<file path="config.mk">
export PLATFORM = sky130hd
export DESIGN_NAME = seq_gen_prog
export DESIGN_NICKNAME = d
export VERILOG_FILES = /design/src/rtl/seq_gen_prog.sv
export SDC_FILE = /design/constraint.sdc
export NUM_CORES = 1
export LEC_CHECK = 0
export ABC_CLOCK_PERIOD_IN_PS = 3200
export CORE_ASPECT_RATIO = 0.6
export CORE_MARGIN = 4
export CORE_UTILIZATION = 50
export CTS_BUF_LIST = sky130_fd_sc_hd__clkbuf_4
export DETAILED_ROUTE_END_ITERATION = 6
export PLACE_DENSITY = 0.8
export SLEW_MARGIN = 10
export SYNTH_ARGS = -nofsm -noshare
export SYNTH_HDL_FRONTEND = slang
export SYNTH_SLANG_ARGS = --single-unit
</file>
<file path="constraint.sdc">
create_clock -name clk -period 3.2 [get_ports clk]
set_input_delay 0.48 -clock clk [delete_from_list [all_inputs] [get_ports clk]]
set_output_delay 0.48 -clock clk [all_outputs]
set_load 0.05 [all_outputs]
</file>
<file path="src/rtl/seq_gen_prog.sv">
// seq_gen_prog: programmable serial bit-pattern generator, LSB first, repeat or one-shot.
// Define SEQ_GEN_PROG_CNT_EN to add the 8-bit pass_cnt output.
module seq_gen_prog #(
  parameter int MAX_LEN = 16,
  localparam int PTR_W = $clog2(MAX_LEN)
) (
  input  logic               clk,
  input  logic               rst,
  input  logic               load,
  input  logic [MAX_LEN-1:0] pattern,
  input  logic [PTR_W-1:0]   length,
  input  logic               mode,
  input  logic               start,
  input  logic               stop,
  input  logic               en,
`ifdef SEQ_GEN_PROG_CNT_EN
  output logic [7:0]         pass_cnt,
`endif
  output logic               out,
  output logic               valid,
  output logic               done,
  output logic               busy
);
  typedef enum logic {IDLE, RUN} state_t;
  localparam logic [PTR_W-1:0] LAST_MAX = PTR_W'(MAX_LEN - 1);
  state_t state, state_nx;
  logic [PTR_W-1:0] idx, idx_nx, len_q, len_nx, last;
  logic [MAX_LEN-1:0] pat_q, pat_nx;
  logic mode_q, mode_nx, out_nx, valid_nx, done_nx, go, wrap;
  // lengths beyond the pattern width only occur for non-power-of-2 MAX_LEN
  assign last = len_q > LAST_MAX ? LAST_MAX : len_q;
  assign go = state == IDLE && start && !stop;
  assign wrap = idx == last;
  assign busy = state == RUN;
  always_comb begin
    state_nx = state;
    idx_nx = idx;
    pat_nx = pat_q;
    len_nx = len_q;
    mode_nx = mode_q;
    out_nx = out;
    valid_nx = 1'b0;
    done_nx = 1'b0;
    if (state == IDLE) begin
      pat_nx = load ? pattern : pat_q;
      len_nx = load ? length : len_q;
      state_nx = go ? RUN : IDLE;
      idx_nx = '0;
      mode_nx = go ? mode : mode_q;
    end else if (stop) begin
      state_nx = IDLE;
      idx_nx = '0;
    end else if (en) begin
      out_nx = pat_q[idx];
      valid_nx = 1'b1;
      done_nx = wrap;
      idx_nx = wrap ? '0 : idx + 1'b1;
      state_nx = wrap && mode_q ? IDLE : RUN;
    end
  end
  always_ff @(posedge clk or negedge rst) begin
    if (!rst) begin
      state <= IDLE;
      idx <= '0;
      pat_q <= '0;
      len_q <= '0;
      mode_q <= 1'b0;
      out <= 1'b0;
      valid <= 1'b0;
      done <= 1'b0;
    end else begin
      state <= state_nx;
      idx <= idx_nx;
      pat_q <= pat_nx;
      len_q <= len_nx;
      mode_q <= mode_nx;
      out <= out_nx;
      valid <= valid_nx;
      done <= done_nx;
    end
  end
`ifdef SEQ_GEN_PROG_CNT_EN
  always_ff @(posedge clk or negedge rst) begin
    if (!rst) pass_cnt <= '0;
    else pass_cnt <= go ? 8'd0 : done_nx ? pass_cnt + 8'd1 : pass_cnt;
  end
`endif
endmodule

</file>
==> flow_summary.json, run 1 <==
{
  "gp_congestion": 0.7241,
  "syn_to_final_growth_pct": 27.31,
  "ctsResizeCount": 0,
  "rows": 14,
  "cp_max_fo": 7,
  "crit_type": "reg -> out",
  "synth_top_family_by_area": "multiplexers",
  "synth_fa_ha_area_frac": 0.009355,
  "dr.first_iter.drc_count": 59,
  "cp-start-kind": "register",
  "internal-power_mw": 0.5943,
  "final_max_slew_viol_count": 0,
  "slew-limit-headroom": 0.4511,
  "maxCapViolations": 0,
  "leakage_nw": 0.7048,
  "drtPass1Iterations": 4,
  "cts.path.max_buffers": 2,
  "yosys_register_bits": 29,
  "cts_tree": "yes",
  "wl_met2_mm": 1.140,
  "numCtsBuffers": 5,
  "postLayoutCoreUtil": 0.6751,
  "path_delay_family": "buffers and inverters",
  "yosysWarningCount": 0,
  "pin_count": 31,
  "synth_edf_count": 0,
  "crit_required_ns": 2.72,
  "syn_avg_cell_area_um2": 13.65,
  "vias": 891,
  "core_area_um2": 2522,
  "fin_skew_ns": 0.007171,
  "die_w_um": 74.77,
  "slowest_delay_ns": 0.86,
  "clk_pin_slew_worst_paths_ns": 0.08,
  "synth_xor_area_frac": 0.03274,
  "worstPathArrival_ns": 1.67,
  "period_minus_slack_ns": 2.149,
  "worst-slew-pin-transition_ns": 0.8234,
  "crit_path_top_delay_cell": "clkdlybuf4s50_1",
  "netlist_area_um2": 1338,
  "power-per-cell-area_nw_per_um2": 470.1,
  "critical_path_buf_inv_count": 1,
  "syn_nets": 126,
  "grt_overflow": 0,
  "muxShareOfSynthArea": 0.2498,
  "wl_met1_mm": 1.214,
  "drive_gt1_frac": 0.2290,
  "min_path_type": "reg -> reg",
  "detail-route-antenna-nets": 0,
  "fp.dieH_um": 48.07,
  "rsz0062_at_grt": "false",
  "async_flop_share": 1.000,
  "ir_worst_vdd_mv": 0.2347,
  "avgViaCountPerCell": 5.466,
  "start_util": 0.5303,
  "grtUsageTotal": 0.1741,
  "layout.nets": 159,
  "synth_seq_area_share": 0.5426,
  "status": "finished clean",
  "root_buffer": "clkbuf_4",
  "swShare": 0.2575,
  "synthSimpleGateAreaFrac": 0.07764,
  "io_buffers": 30,
  "first_global_vias": 912,
  "path_cells": "clkdlybuf4s50_1",
  "synth_ff_type": "dfrtp_1",
  "pwr-share-clk": 0.256,
  "fmax_ghz": 0.4653,
  "diodes": 0,
  "drcViolationCount": 0,
  "wl_mm": 2.552,
  "hold_viol": 0,
  "postCtsSetupBuffers": 0,
  "fillers": 185,
  "wl_per_cell_um": 15.66,
  "clk_latency_ns": 0.32,
  "end_kind": "primary output",
  "grt_antenna_before_repair": 0,
  "dp_hpwl_mm": 1.849,
  "hold_buffers": 0,
  "cts_sinks": 29,
  "h-tree-depth": 2,
  "setup_viol_count_final": 0,
  "seqPwrFrac": 0.548,
  "fin_tns_setup_ns": 0,
  "p_sw_mw": 0.2062,
  "synthCells": 98,
  "post-route-period-util": 0.6716,
  "grt_pass1_wl_mm": 4.215,
  "grt_max_degree": 30,
  "routed-wl-met3_um": 180,
  "ys_types": 29,
  "synth_compound_area_frac": 0.05613,
  "dr.max_layer_used": "met4",
  "dieArea_um2": 3594,
  "p_comb_frac": 0.196
}
[routing by layer]
layer,GRT usage,vias up
met5,0,-
met4,0.09574,0
met3,0.07547,2
met2,0.2531,27
met1,0.2227,441
li1,-,421
[final cells by class]
| type | instances | area [µm²] | area share |
|---|---|---|---|
| Inverter | 3 | 11.26 | 0.006613 |
| Multi-Input combinational cell | 61 | 569.3 | 0.3343 |
| Clock buffer | 6 | 45.04 | 0.02645 |
| Sequential cell | 29 | 725.7 | 0.4262 |
| Timing Repair Buffer | 31 | 307.8 | 0.1807 |
| Clock inverter | 1 | 3.754 | 0.002204 |
| Tap cell | 32 | 40.04 | 0.02351 |
[Yosys cell counts (2+ instances only)]
cell type | number | area, µm²
dfrtp_1 | 29 | 725.7
mux2_2 | 21 | 236.5
nand2_1 | 6 | 22.52
xnor2_1 | 4 | 35.03
buf_2 | 3 | 15.01
inv_1 | 3 | 11.26
mux2i_1 | 3 | 30.03
nor2_1 | 3 | 11.26
and3_1 | 2 | 12.51
mux4_1 | 2 | 52.55
nand3_1 | 2 | 10.01
o21ai_0 | 2 | 10.01
o22ai_1 | 2 | 12.51
[sequential cells by signal, summed over array words and instances, names as in the netlist]
name	count
pat_q	16
idx	4
len_q	4
busy	1
done	1
mode_q	1
out	1
valid	1
[cells by family (layout without fill, tap and decap cells)]
logic type | Yosys count | in the layout
flops | 29 | 29
mux | 27 | 27
simple gates | 18 | 18
compound gates | 10 | 10
buf+inv | 8 | 41
xor+xnor | 5 | 5
fa+ha+maj | 1 | 1
[cells in the final DEF, fill, tap and decap left out, types with 3 or more instances in the layout]
| cell | instances |
|---|---|
| clkdlybuf4s50_1 | 30 |
| xnor2_1 | 4 |
| clkbuf_4 | 6 |
| mux2_2 | 21 |
| mux2i_1 | 3 |
| nand2_1 | 6 |
| dfrtp_1 | 29 |
| inv_1 | 3 |
| nor2_1 | 3 |
[final timing paths]
| kind | from | cells past startpoint | to | slack [ns] |
|---|---|---|---|---|
| max reg2reg | busy | 2 | len_q[1] | 1.41 |
| min in group asynchronous | rst | 2 | idx[0] | 0.53 |
| min reg2reg | pat_q[8] | 1 | pat_q[8] | 0.51 |
| min | pat_q[8] | 1 | pat_q[8] | 0.51 |
| max in group asynchronous | rst | 2 | pat_q[12] | 2.40 |
| max | busy | 1 | busy | 1.05 |
[power by group through the flow]
stage                     Combinational (mW)  Sequential, mW  Clock (mW)
after CTS                              0.159           0.439       0.211
after global placement                 0.153           0.443           0
after floorplan                       0.0826           0.453           0
after detailed placement               0.159           0.446           0
final                                  0.157           0.439       0.205
after global routing                   0.173           0.445       0.227
[stage by stage]
step,power (mW),hold slack [ns],cell area (µm²),setup WS (ns),std cells
after floorplan,0.5355,0.1844,1338,1.635,98
after global placement,0.5963,0.4852,1654,1.083,156
after detailed placement,0.6052,0.4911,1654,1.051,156
after CTS,0.8089,0.5105,1703,1.045,163
after global routing,0.8450,0.5420,1703,1.001,163
final,0.8005,0.5077,1703,1.051,163
[worst register-to-register path, cell delays in order (launching register included)]
cell and delay (ns):
dfrtp_1 0.47, and2b_1 0.77, mux2_2 0.42
Note: power is estimated with default switching activity, not from simulation.
==> run 2: changes to the inputs <==
--- a/config.mk
+++ b/config.mk
@@ -5,7 +5,7 @@
 export SDC_FILE = /design/constraint.sdc
 export NUM_CORES = 1
 export LEC_CHECK = 0
-export ABC_CLOCK_PERIOD_IN_PS = 3200
+export ABC_CLOCK_PERIOD_IN_PS = 2110
 export CORE_ASPECT_RATIO = 0.6
 export CORE_MARGIN = 4
 export CORE_UTILIZATION = 50
==> constraint.sdc (replaced) <==
create_clock -name clk -period 2.11 [get_ports clk]
set_input_delay 0.3165 -clock clk [delete_from_list [all_inputs] [get_ports clk]]
set_output_delay 0.3165 -clock clk [all_outputs]
set_load 0.05 [all_outputs]
==> flow_summary.json, run 2 (same netlist as run 1, synthesis figures left out) <==
{
  "swShare": 0.2586,
  "dieArea_um2": 3594,
  "p_total_mw": 1.226,
  "cp.depth": 1,
  "crit_required_ns": 1.79,
  "dr.first_iter.drc_count": 82,
  "hold_viol": 0,
  "p_sw_mw": 0.3170,
  "final_max_slew_viol_count": 0,
  "post-route-period-util": 0.9453,
  "grt_antenna_before_repair": 0,
  "rows": 14,
  "fin_tns_setup_ns": 0,
  "start_util": 0.5303,
  "drtPass1Iterations": 4,
  "wl_per_cell_um": 14.98,
  "status": "finished clean",
  "fmax_ghz": 0.5014,
  "slew-limit-headroom": 0.6632,
  "core_area_um2": 2522,
  "maxCapViolations": 0,
  "layout_commonest_cell": "clkdlybuf4s50_1",
  "worstReg2RegEnd": "out",
  "largest_reg_flops": 16,
  "min_path_type": "in -> async",
  "cp_max_fo": 7,
  "worstPathArrival_ns": 1.68,
  "grtUsageTotal": 0.1711,
  "crit_type": "reg -> out",
  "ctsResizeCount": 0,
  "path_delay_family": "buffers and inverters",
  "clk_pin_slew_worst_paths_ns": 0.09,
  "fp.dieH_um": 48.07,
  "critical_path_buf_inv_count": 1,
  "die_w_um": 74.77,
  "root_buffer": "clkbuf_4",
  "io_buffers": 30,
  "regMostFlops": "pat_q",
  "cts.path.max_buffers": 2,
  "end_kind": "primary output",
  "dp_hpwl_mm": 1.869,
  "internal-power_mw": 0.9087,
  "leakage_nw": 0.7161,
  "diodes": 0,
  "power-per-cell-area_nw_per_um2": 714.0,
  "grt_overflow": 0,
  "h-tree-depth": 2,
  "fin_skew_ns": 0.005542,
  "grt_pass1_wl_mm": 4.250,
  "rsz0062_at_grt": "false",
  "wl_mm": 2.471,
  "path_cells": "clkdlybuf4s50_1",
  "top_regs": "pat_q: 16 flops, idx: 4 flops, len_q: 4 flops",
  "hold_buffers": 0,
  "place_area_um2": 1662,
  "setup_viol_count_final": 0,
  "first_global_vias": 915,
  "crit_path_top_delay_cell": "clkdlybuf4s50_1",
  "avgViaCountPerCell": 5.352,
  "ir_worst_vdd_mv": 0.3744,
  "setup.worst_path.start": "busy",
  "cp-start-kind": "register",
  "postLayoutCoreUtil": 0.6806,
  "fin_area_um2": 1717,
  "cts_tree": "yes",
  "p_comb_frac": 0.196,
  "cts_sinks": 29,
  "fillers": 192,
  "slowest_delay_ns": 0.86,
  "drcViolationCount": 0,
  "clk_latency_ns": 0.33,
  "syn_to_final_growth_pct": 28.34,
  "numCtsBuffers": 5,
  "pwr-share-clk": 0.262,
  "setup.worst_path.end": "busy",
  "pin_count": 31,
  "seqPwrFrac": 0.542,
  "worst-slew-pin-transition_ns": 0.5035,
  "vias": 883,
  "grt_max_degree": 30,
  "gp_congestion": 0.8700,
  "reg2reg_from": "idx[1]",
  "period_minus_slack_ns": 1.995,
  "layout.nets": 160,
  "r2r_cells": 4,
  "r2r_setup_slack_ns": 0.43,
  "detail-route-antenna-nets": 0,
  "drive_gt1_frac": 0.2481,
  "final_cell_mix": "clkdlybuf4s50_1 (30), dfrtp_1 (29), mux2_2 (21)",
  "postCtsSetupBuffers": 0
}
==> run 2: changes by cell type in the layout (fill, tap and decap cells not counted), sizes merged <==
cell	change
clkinv	+1
buf	+1
==> run 2: worst min path at each step <==
stage,start,end,cells after the start
3_5_place_dp,pat_q[2],pat_q[2],1
4_1_cts,rst,mode_q,2
2_1_floorplan,rst,busy,0
5_1_grt,rst,pat_q[10],2
6_report,rst,pat_q[10],2
3_3_place_gp,pat_q[6],pat_q[6],1
==> run 2: stage by stage <==
| stage | hold slack [ns] | cells | worst slack, ns |
|---|---|---|---|
| 4_1_cts | 0.3721 | 165 | 0.1032 |
| 6_report | 0.3615 | 165 | 0.1154 |
| 2_1_floorplan | 0.02091 | 98 | 0.5455 |
| 5_1_grt | 0.3829 | 165 | 0.04283 |
| 3_5_place_dp | 0.4909 | 157 | 0.3026 |
| 3_3_place_gp | 0.4825 | 157 | 0.4117 |
==> run 2: final cells by class <==
class | instances | area [µm²] | area share
tap | 32 | 40.04 | 0.02332
multi-input combinational | 61 | 569.3 | 0.3316
timing repair buffer | 32 | 315.3 | 0.1837
inverter | 3 | 11.26 | 0.006560
clock buffer | 6 | 45.04 | 0.02624
clock inverter | 2 | 10.01 | 0.005831
sequential | 29 | 725.7 | 0.4227
==> run 2: worst reg2reg max path: cells and delay by family (launching register included) <==
| kind | cells | cell delay, ns |
|---|---|---|
| AO/OA/AOI/OAI | 3 | 0.57 |
| flip-flops | 1 | 0.64 |
| multiplexers | 1 | 0.35 |
==> run 2: routing by layer <==
layer	vias up	global-route usage	wire length (µm)
met5	-	0	0
li1	425	-	-
met4	0	0.08511	48
met3	8	0.06709	197
met1	414	0.2165	1140
met2	36	0.2618	1084
==> run 2: power by group through the flow <==
stage	clock (mW)	combinational, mW	sequential [mW]
after floorplan	0	0.125	0.687
final	0.321	0.240	0.664
after global routing	0.355	0.262	0.675
after CTS	0.329	0.244	0.664
after detailed placement	0	0.244	0.675
after global placement	0	0.235	0.672
